**config.mk**
```make
export PLATFORM = sky130hd
export DESIGN_NAME = cmd_assembler_flat
export DESIGN_NICKNAME = d
export VERILOG_FILES = /design/src/rtl/cmd_assembler_pkg.sv /design/src/rtl/cmd_assembler_if.sv /design/src/rtl/cmd_assembler.sv /design/src/flat_wrapper.sv
export SDC_FILE = /design/constraint.sdc
export NUM_CORES = 1
export LEC_CHECK = 0
export CAP_MARGIN = 20
export CORE_MARGIN = 4
export CORE_UTILIZATION = 59
export DETAILED_ROUTE_END_ITERATION = 8
export GPL_TIMING_DRIVEN = 1
export PLACE_DENSITY = 0.85
export SETUP_SLACK_MARGIN = 0.15
export SYNTH_ARGS = -nofsm -noshare
export SYNTH_HDL_FRONTEND = slang
export SYNTH_SLANG_ARGS = --single-unit
```
**constraint.sdc**
```tcl
create_clock -name i_clk -period 3.85 [get_ports i_clk]
set_input_delay 0.9625 -clock i_clk [delete_from_list [all_inputs] [get_ports i_clk]]
set_output_delay 0.9625 -clock i_clk [all_outputs]
set_load 0.01 [all_outputs]
```
**src/rtl/cmd_assembler_pkg.sv**
```systemverilog
// cmd_pkg: shared command type, host word width, beat count and FSM state encoding for cmd_assembler.
// CMD_W follows cmd_t. BEATS is the number of host words that together cover one command.
package cmd_pkg;
  typedef logic [71:0] cmd_t;
  localparam int CMD_W = $bits(cmd_t);
  localparam int WORD_W = 32;
  localparam int BEATS = (CMD_W + WORD_W - 1) / WORD_W;
  localparam int CNT_W = 16;
  typedef enum logic {COLLECT, PUSH} state_e;
endpackage

```
**src/rtl/cmd_assembler_if.sv**
```systemverilog
// cmd_assembler_if: host word stream, command FIFO write side and status of cmd_assembler.
// master: host/FIFO side, which drives i_valid, i_word, i_abort and i_fifo_full.
// slave: assembler side, which drives o_ready, o_write, o_cmd, o_busy, o_cmd_count and o_err.
interface cmd_assembler_if;
  import cmd_pkg::*;
  logic i_valid;
  logic [WORD_W-1:0] i_word;
  logic o_ready;
  logic i_abort;
  logic o_write;
  cmd_t o_cmd;
  logic i_fifo_full;
  logic o_busy;
  logic [CNT_W-1:0] o_cmd_count;
  logic o_err;
  modport master (output i_valid, i_word, i_abort, i_fifo_full,
                  input o_ready, o_write, o_cmd, o_busy, o_cmd_count, o_err);
  modport slave (input i_valid, i_word, i_abort, i_fifo_full,
                 output o_ready, o_write, o_cmd, o_busy, o_cmd_count, o_err);
endinterface

```
**src/rtl/cmd_assembler.sv**
```systemverilog
// cmd_assembler: packs LSB-first host words into commands and writes each command into the command FIFO.
// Ports: i_clk; i_rstn (asynchronous, active-low); bus (slave): i_valid/i_word/o_ready/i_abort form the host stream,
// o_write/o_cmd/i_fifo_full form the FIFO write side, and o_busy/o_cmd_count/o_err report status.
// Option: CMD_ASM_CHECKSUM_EN adds a trailing XOR checksum word and the o_err pulse with an internal error counter.
module cmd_assembler
  import cmd_pkg::*;
(
  input logic i_clk,
  input logic i_rstn,
  cmd_assembler_if.slave bus
);
`ifdef CMD_ASM_CHECKSUM_EN
  localparam int NB = BEATS + 1;
`else
  localparam int NB = BEATS;
`endif
  localparam int BW = $clog2(NB);
  localparam logic [BW-1:0] LAST = BW'(NB - 1);
  state_e state, state_n;
  logic live, acc, fin, ok, write;
  logic [BW-1:0] beat;
  logic [BEATS*WORD_W-1:0] shreg, sh_n;
  cmd_t cmd_q, last_q;
  logic [CNT_W-1:0] count;
  // live holds o_ready low during reset and for the edge that releases it.
  assign bus.o_ready = live && state == COLLECT;
  // An abort in COLLECT wins over a beat presented in the same cycle.
  assign acc = bus.o_ready && bus.i_valid && !bus.i_abort;
  assign fin = acc && beat == LAST;
  assign bus.o_write = write;
  // o_cmd only moves when a write happens, so the FIFO sees stable data between pushes.
  assign bus.o_cmd = write ? cmd_q : last_q;
  assign bus.o_busy = beat != '0 || state == PUSH;
  assign bus.o_cmd_count = count;
`ifdef CMD_ASM_CHECKSUM_EN
  logic [WORD_W-1:0] csum;
  logic err_q;
  logic [CNT_W-1:0] err_cnt;
  // The checksum covers the full data words, including the unused high bits of the last one.
  always_comb begin
    csum = '0;
    for (int k = 0; k < BEATS; k++) csum ^= shreg[k*WORD_W +: WORD_W];
  end
  assign ok = csum == bus.i_word;
  assign bus.o_err = err_q;
  always_ff @(posedge i_clk or negedge i_rstn)
    if (!i_rstn) begin
      err_q <= 1'b0;
      err_cnt <= '0;
    end else begin
      err_q <= fin && !ok;
      if (fin && !ok && err_cnt != '1) err_cnt <= err_cnt + 1'b1;
    end
`else
  assign ok = 1'b1;
  assign bus.o_err = 1'b0;
`endif
  // The checksum word never lands in the shift register; only data beats are stored.
  always_comb begin
    sh_n = shreg;
    if (beat < BW'(BEATS)) sh_n[beat*WORD_W +: WORD_W] = bus.i_word;
  end
  always_comb begin
    write = state == PUSH && !bus.i_fifo_full;
    state_n = state == PUSH ? (write ? COLLECT : PUSH) : (fin && ok ? PUSH : COLLECT);
  end
  always_ff @(posedge i_clk or negedge i_rstn)
    if (!i_rstn) state <= COLLECT;
    else state <= state_n;
  always_ff @(posedge i_clk or negedge i_rstn)
    if (!i_rstn) begin
      live <= 1'b0;
      beat <= '0;
      shreg <= '0;
      cmd_q <= '0;
      last_q <= '0;
      count <= '0;
    end else begin
      live <= 1'b1;
      if (state == COLLECT && bus.i_abort) begin
        beat <= '0;
        shreg <= '0;
      end else if (fin) begin
        beat <= '0;
        shreg <= '0;
        if (ok) cmd_q <= sh_n[CMD_W-1:0];
      end else if (acc) begin
        beat <= beat + 1'b1;
        shreg <= sh_n;
      end
      if (write) begin
        last_q <= cmd_q;
        if (count != '1) count <= count + 1'b1;
      end
    end
endmodule

```
**src/flat_wrapper.sv**
```systemverilog
// flat-port wrapper written by rule: the top's interface ports become plain ports
module cmd_assembler_flat import cmd_pkg::*;
  (i_clk, i_rstn, bus_i_valid, bus_i_word, bus_i_abort, bus_i_fifo_full, bus_o_ready, bus_o_write, bus_o_cmd, bus_o_busy, bus_o_cmd_count, bus_o_err);
  cmd_assembler_if bus_i ();
  input logic i_clk;
  input logic i_rstn;
  input wire logic [$bits(bus_i.i_valid)-1:0] bus_i_valid;
  input wire logic [$bits(bus_i.i_word)-1:0] bus_i_word;
  input wire logic [$bits(bus_i.i_abort)-1:0] bus_i_abort;
  input wire logic [$bits(bus_i.i_fifo_full)-1:0] bus_i_fifo_full;
  output wire logic [$bits(bus_i.o_ready)-1:0] bus_o_ready;
  output wire logic [$bits(bus_i.o_write)-1:0] bus_o_write;
  output wire logic [$bits(bus_i.o_cmd)-1:0] bus_o_cmd;
  output wire logic [$bits(bus_i.o_busy)-1:0] bus_o_busy;
  output wire logic [$bits(bus_i.o_cmd_count)-1:0] bus_o_cmd_count;
  output wire logic [$bits(bus_i.o_err)-1:0] bus_o_err;
  assign bus_i.i_valid = bus_i_valid;
  assign bus_i.i_word = bus_i_word;
  assign bus_i.i_abort = bus_i_abort;
  assign bus_i.i_fifo_full = bus_i_fifo_full;
  assign bus_o_ready = bus_i.o_ready;
  assign bus_o_write = bus_i.o_write;
  assign bus_o_cmd = bus_i.o_cmd;
  assign bus_o_busy = bus_i.o_busy;
  assign bus_o_cmd_count = bus_i.o_cmd_count;
  assign bus_o_err = bus_i.o_err;
  cmd_assembler u_core (.i_clk(i_clk), .i_rstn(i_rstn), .bus(bus_i));
endmodule
```
==> results of run 1 <==
-- cell usage after synthesis (all sizes together), types with 2 or more instances --
master	instances	area [um^2]
nand3	3	15.0
nor4b	3	41.3
ha	6	75.1
nor2	9	33.8
nor3	7	35.0
a22o	64	561
a22oi	32	240
nand2	84	315
nor4	7	56.3
and3	2	12.5
o21ai	75	383
mux2	74	833
a32oi	40	350
a21oi	4	20.0
clkbuf	21	78.8
nand4	6	58.8
conb	2	7.51
buf	38	280
nand2b	4	25.0
nor2b	13	81.3
xor2	11	96.3
inv	5	18.8
dfrtp	236	5910
-- worst paths after layout --
kind	startpoint	endpoint	slack, ps
worst min-delay path	i_rstn	u_core.bus.o_cmd_count[1]	470
worst min register to register	u_core.cmd_q[9]	u_core.cmd_q[9]	480
min in group i_clk	u_core.cmd_q[9]	u_core.cmd_q[9]	480
worst max register to register	u_core.beat[0]	u_core.shreg[36]	880
worst max-delay path	bus_i_fifo_full	bus_o_cmd[54]	440
max in group asynchronous	i_rstn	u_core.shreg[38]	2440
-- area by class of cell --
type,instances,area [um^2]
Clock buffer,34,689
Clock inverter,7,41.3
Fill cell,1031,4080
Inverter,5,18.8
Multi-Input combinational cell,453,3320
Sequential cell,236,5910
Tap cell,216,270
Timing Repair Buffer,148,1560
-- metal layers --
| layer | vias to the layer above | global-route usage, % |
|---|---|---|
| met4 | 0 | 8.73 |
| met1 | 3437 | 33.1 |
| met2 | 316 | 43.7 |
| li1 | 2989 | - |
| met5 | - | 0 |
| met3 | 62 | 4.27 |
-- per-stage QoR --
| step | utilization (%) | cells | area (um^2) | worst slack, ps | hold WS, ps |
|---|---|---|---|---|---|
| after global placement | 69.1 | 1053 | 11000 | 113 | 462 |
| after CTS | 73.8 | 1098 | 11700 | 81.4 | 488 |
| final | 74.3 | 1099 | 11800 | 442 | 467 |
| after global routing | 74.3 | 1099 | 11800 | 398 | 508 |
| after floorplan | - | 753 | 9590 | 956 | 444 |
| after detailed placement | 69.1 | 1053 | 11000 | 71.0 | 473 |
-- sequential cells by signal (all words and copies together), names as in the netlist --
name / cells
u_core.bus.o_cmd_count: 16
u_core.live: 1
u_core.shreg: 72
u_core.cmd_q: 72
u_core.state: 1
u_core.beat: 2
u_core.last_q: 72
-- what timing repair did --
item	in CTS	in global routing
setup endpoints to repair	63	42
buffers inserted	3	0
gates resized for setup	31	24
gates cloned	1	1
-- cells by family (layout without fill, tap and decap cells) --
family	after synthesis	after routing
AO/OA/AOI/OAI	216	216
XOR/XNOR	11	11
adder cells (fa/ha/maj)	6	6
buffers and inverters	64	194
flip-flops	236	236
multiplexers	75	75
other	2	2
AND/OR/NAND/NOR	143	143
-- power breakdown --
part	internal, mW	switching [mW]
logic	0.286	0.595
registers	2.59	0.0837
clock network	1.25	0.936
total	4.12	1.61
-- cell usage in the layout (no fill, tap or decap), drive strengths merged, types with 7 or more instances in the layout --
cell,n
nor2,9
nor2b,13
clkbuf,35
clkdlybuf4s50,72
buf,21
nor4,7
nand2,84
a22o,64
a32oi,40
o21ai,75
mux2,74
dlymetal6s2s,24
dlygate4sd2,30
a22oi,32
dfrtp,236
nor3,7
xor2,11
-- worst register-to-register path, delay by kind of cell (launching register included) --
kind,cells,cell delay [ps]
and+or+nand+nor,2,1230
DFF,1,510
buffers and inverters,2,480
adders and majority gates,1,380
AOI/OAI and AO/OA,1,290
==> results.json, run 1 <==
{
  "period_needed_ps": 3410,
  "synth-xor-area-share_pct": 1.00,
  "total_power_mw": 5.74,
  "skew_ps": 10.3,
  "worstPathArrival_ps": 2450,
  "drc": 0,
  "antenna_found_initial": 0,
  "slowest_delay_ps": 480,
  "top_layer_used": "met4",
  "reg2regPathDepth": 6,
  "synth_compound_area_share_pct": 16.3,
  "critical_path_required_ps": 2890,
  "cts.path.max_buffers": 3,
  "overflow": 0,
  "clkLatencyLatePin_ps": 510,
  "cp-start-kind": "input port",
  "cts_made_buffers": 25,
  "clock_sinks": 236,
  "clock.fmax_mhz": 293,
  "synthCells": 753,
  "synth.mux.area_fraction_pct": 8.80,
  "cpMaxStageDelayCell": "clkdlybuf4s50_1",
  "fin_tns_setup_ps": 0,
  "grt_pass1_vias": 7252,
  "post-route-period-util_pct": 88.5,
  "io_pins": 129,
  "synth_nets": 796,
  "die_h_um": 135,
  "wl_met3_mm": 1.41,
  "ys.warnings.count": 0,
  "cts_tree": "done",
  "routed-wl-met2_mm": 12.1,
  "rows": 46,
  "synth_edf_count": 0,
  "vias_per_cell": 6.19,
  "synthArstFlopShare_pct": 100,
  "slew_viol_final": 0,
  "rsz0062_at_grt": "no",
  "first_iter_violations": 632,
  "slew-limit-headroom_pct": 35.9,
  "cp-end-kind": "output pin",
  "ys_ff_latch": 236,
  "cap_violations": 0,
  "gp_congestion": 0.832,
  "grtUsageTotal_pct": 25.4,
  "dieArea_mm2": 0.0184,
  "ys_types": 39,
  "crit_family": "buffers and inverters",
  "antenna_cells": 0,
  "cp_max_fo": 14,
  "ys_seq_area_share_pct": 61.6,
  "num_vias": 6804,
  "ctsHoldBuffers": 0,
  "hold_path.class": "in -> async",
  "ys.flop_type": "dfrtp_1",
  "netlist_area_mm2": 0.00959,
  "core_region_area_mm2": 0.0159,
  "final-hold-violation-count": 0,
  "die_w_um": 135,
  "antenna_left": 0,
  "nets": 912,
  "first_pass_iters": 5,
  "m1WireLength_mm": 9.47,
  "initial_core_util_pct": 60.4,
  "syn_to_final_growth_pct": 23.1,
  "synthAdderAreaFrac_pct": 0.783,
  "worstPathCellList": "dlymetal6s2s_1, nor2b_4, buf_4, clkbuf_16, mux2_2, clkdlybuf4s50_1",
  "yosys.area_share.simple_pct": 7.49,
  "path_buf_inv": 4,
  "wirelength_mm": 23.7,
  "power_density_mw_per_mm2": 486,
  "finalSetupViolations": 0,
  "grt_pass1_wl_mm": 37.5,
  "synth_top_family_by_area": "compound AO/OA/AOI/OAI gates",
  "crit_cells": 6,
  "htreeDepth": 1,
  "cts-root-buf": "clkbuf_16",
  "run_status": "complete, no violations",
  "grt_max_degree": 100,
  "io_buffers": 127,
  "clkTransAtPathRegs_ps": 60,
  "tightest_slew_ps": 962,
  "drive_gt1_share_pct": 16.4,
  "path_class": "in -> out",
  "routedWlPerCell_um": 21.5,
  "vdd_drop_max_v": 0.000331,
  "leakage_nw": 5.90,
  "dpl.hpwl_mm": 14.3,
  "avgSynthCellArea_um2": 12.7
}
(Power assumes the default switching activity.)
==> run 2: changes to the inputs <==
--- a/config.mk
+++ b/config.mk
@@ -10,6 +10,7 @@
 export CORE_UTILIZATION = 59
 export DETAILED_ROUTE_END_ITERATION = 8
 export GPL_TIMING_DRIVEN = 1
+export MAX_ROUTING_LAYER = met4
 export PLACE_DENSITY = 0.85
 export SETUP_SLACK_MARGIN = 0.15
 export SYNTH_ARGS = -nofsm -noshare
==> run 2 against run 1 <==
Against the previous run:
- hold slack lost 7.5 ps
- critical path depth stayed put
- power fell by 0.13%
- first-iteration DRC count fell by 4.1%
- combinational power is essentially flat
- sequential share of layout area stayed put
- design area unchanged
- flip-flop and latch count is the same
- register-to-register slack better by 40 ps
- highest routed layer unchanged
==> results.json, run 2 (synthesis results as in run 1) <==
{
  "run_status": "complete, no violations",
  "io_pins": 129,
  "dieArea_mm2": 0.0184,
  "power_density_mw_per_mm2": 485,
  "cts_made_buffers": 25,
  "internal_power_mw": 4.12,
  "cts.path.max_buffers": 3,
  "ctsHoldBuffers": 0,
  "nets": 912,
  "rrSetupSlack_ps": 920,
  "cts-root-buf": "clkbuf_16",
  "dpl.hpwl_mm": 14.3,
  "clkLatencyLatePin_ps": 510,
  "cts_tree": "done",
  "clkTransAtPathRegs_ps": 60,
  "finalSetupViolations": 0,
  "p_sw_share_pct": 28.1,
  "worstPathArrival_ps": 2450,
  "initial_core_util_pct": 60.4,
  "grt_pass1_vias": 7249,
  "die_w_um": 135,
  "gp_congestion": 0.844,
  "hold_path.class": "in -> async",
  "slew_viol_final": 0,
  "drc": 0,
  "final_common_cell": "dfrtp_1",
  "cp-end-kind": "output pin",
  "vdd_drop_max_v": 0.000331,
  "fin_tns_setup_ps": 0,
  "p_sw_mw": 1.61,
  "wirelength_mm": 23.7,
  "r2r-start": "u_core.beat[0]",
  "reg2regPathDepth": 6,
  "multi_input_area_mm2": 0.00332,
  "core_region_area_mm2": 0.0159,
  "place_area_mm2": 0.0110,
  "first_iter_violations": 606,
  "num_vias": 6832,
  "antenna_left": 0,
  "power_frac_seq_pct": 46.7,
  "rows": 46,
  "cp-start-kind": "input port",
  "post-route-period-util_pct": 88.7,
  "tightest_slew_ps": 963,
  "antenna_found_initial": 0,
  "overflow": 0,
  "stdcell_area_mm2": 0.0118,
  "seqCellArea_mm2": 0.00591,
  "cp_max_fo": 14,
  "first_pass_iters": 6,
  "leakage_nw": 5.90,
  "reg_top3": "u_core.cmd_q: 72 flops, u_core.last_q: 72 flops, u_core.shreg: 72 flops",
  "grtUsageTotal_pct": 26.2,
  "die_h_um": 135,
  "clock.fmax_mhz": 293,
  "grt_pass1_wl_mm": 37.6,
  "rsz0062_at_grt": "no",
  "period_needed_ps": 3420,
  "fillerInstances": 1035,
  "vias_per_cell": 6.22,
  "io_buffers": 127,
  "p_clk_share_pct": 38.0,
  "antenna_cells": 0,
  "htreeDepth": 1,
  "p_comb_share_pct": 15.3,
  "path_class": "in -> out",
  "final_cell_mix": "dfrtp_1 (236), nand2_1 (84), mux2_2 (74)",
  "clock_sinks": 236,
  "skew_ps": 10.6,
  "r2r_end": "u_core.shreg[36]",
  "drive_gt1_share_pct": 16.4,
  "syn_to_final_growth_pct": 23.1,
  "final-hold-violation-count": 0,
  "slew-limit-headroom_pct": 35.8,
  "critical_path_required_ps": 2890,
  "routedWlPerCell_um": 21.5,
  "grt_max_degree": 100,
  "holdWs_ps": 460,
  "cap_violations": 0,
  "final_core_util_pct": 74.3
}
run 2: cell counts in the layout (fill, tap and decap cells not counted):
Identical to the previous run, type by type.
run 2: power groups by stage:
stage               clock (mW)  sequential, mW  combinational (mW)
floorplan                    0            2.69               0.535
global placement             0            2.71               0.837
detailed placement           0            2.71               0.866
CTS                       2.21            2.67               0.873
global route              2.31            2.68               0.964
finish                    2.18            2.67               0.878
run 2: how the worst max path moves through the flow:
| stage | slack (ps) | to | start |
|---|---|---|---|
| floorplan | 960 | bus_o_cmd[13] | bus_i_fifo_full |
| global placement | 110 | bus_o_cmd[32] | bus_i_fifo_full |
| detailed placement | 70 | bus_o_cmd[3] | bus_i_fifo_full |
| CTS | 80 | bus_o_cmd[35] | bus_i_fifo_full |
| global route | 400 | bus_o_cmd[53] | u_core.state |
| finish | 430 | bus_o_cmd[55] | bus_i_fifo_full |
run 2: layer usage:
metal / vias to the layer above / routed length (um) / global-route usage (%)
li1: 2991 / - / -
met1: 3424 / 9300 / 33.6
met2: 362 / 12100 / 43.6
met3: 55 / 1690 / 3.90
met4: 0 / 603 / 8.73
met5: - / 0 / -
run 2: metrics by stage:
stage | setup WS [ps] | total power, mW | instances
after floorplan | 956 | 3.22 | 753
after CTS | 81.4 | 5.75 | 1098
after global placement | 113 | 3.54 | 1053
after global routing | 399 | 5.95 | 1099
final | 434 | 5.73 | 1099
after detailed placement | 71.0 | 3.58 | 1053
run 2: worst max-delay path, stage by stage:
cell and delay, ps:
dlymetal6s2s_1 160, nor2b_4 130, buf_4 160, clkbuf_16 190, mux2_2 350, clkdlybuf4s50_1 490
run 2: layout make-up:
| cell class | instances | share of cell area [%] |
|---|---|---|
| timing repair buffer | 148 | 13.2 |
| inverter | 5 | 0.159 |
| clock buffer | 34 | 5.84 |
| clock inverter | 7 | 0.350 |
| multi-input combinational | 453 | 28.2 |
| sequential | 236 | 50.0 |
| tap | 216 | 2.29 |
run 2: repair_timing:
action / 4_1_cts / 5_1_grt
pin swaps: 0 / 0
buffers inserted: 3 / 0
gates resized for setup: 31 / 24
hold endpoints to repair: 0 / 0
cloned: 1 / 1
endpoints found under the setup margin: 63 / 42
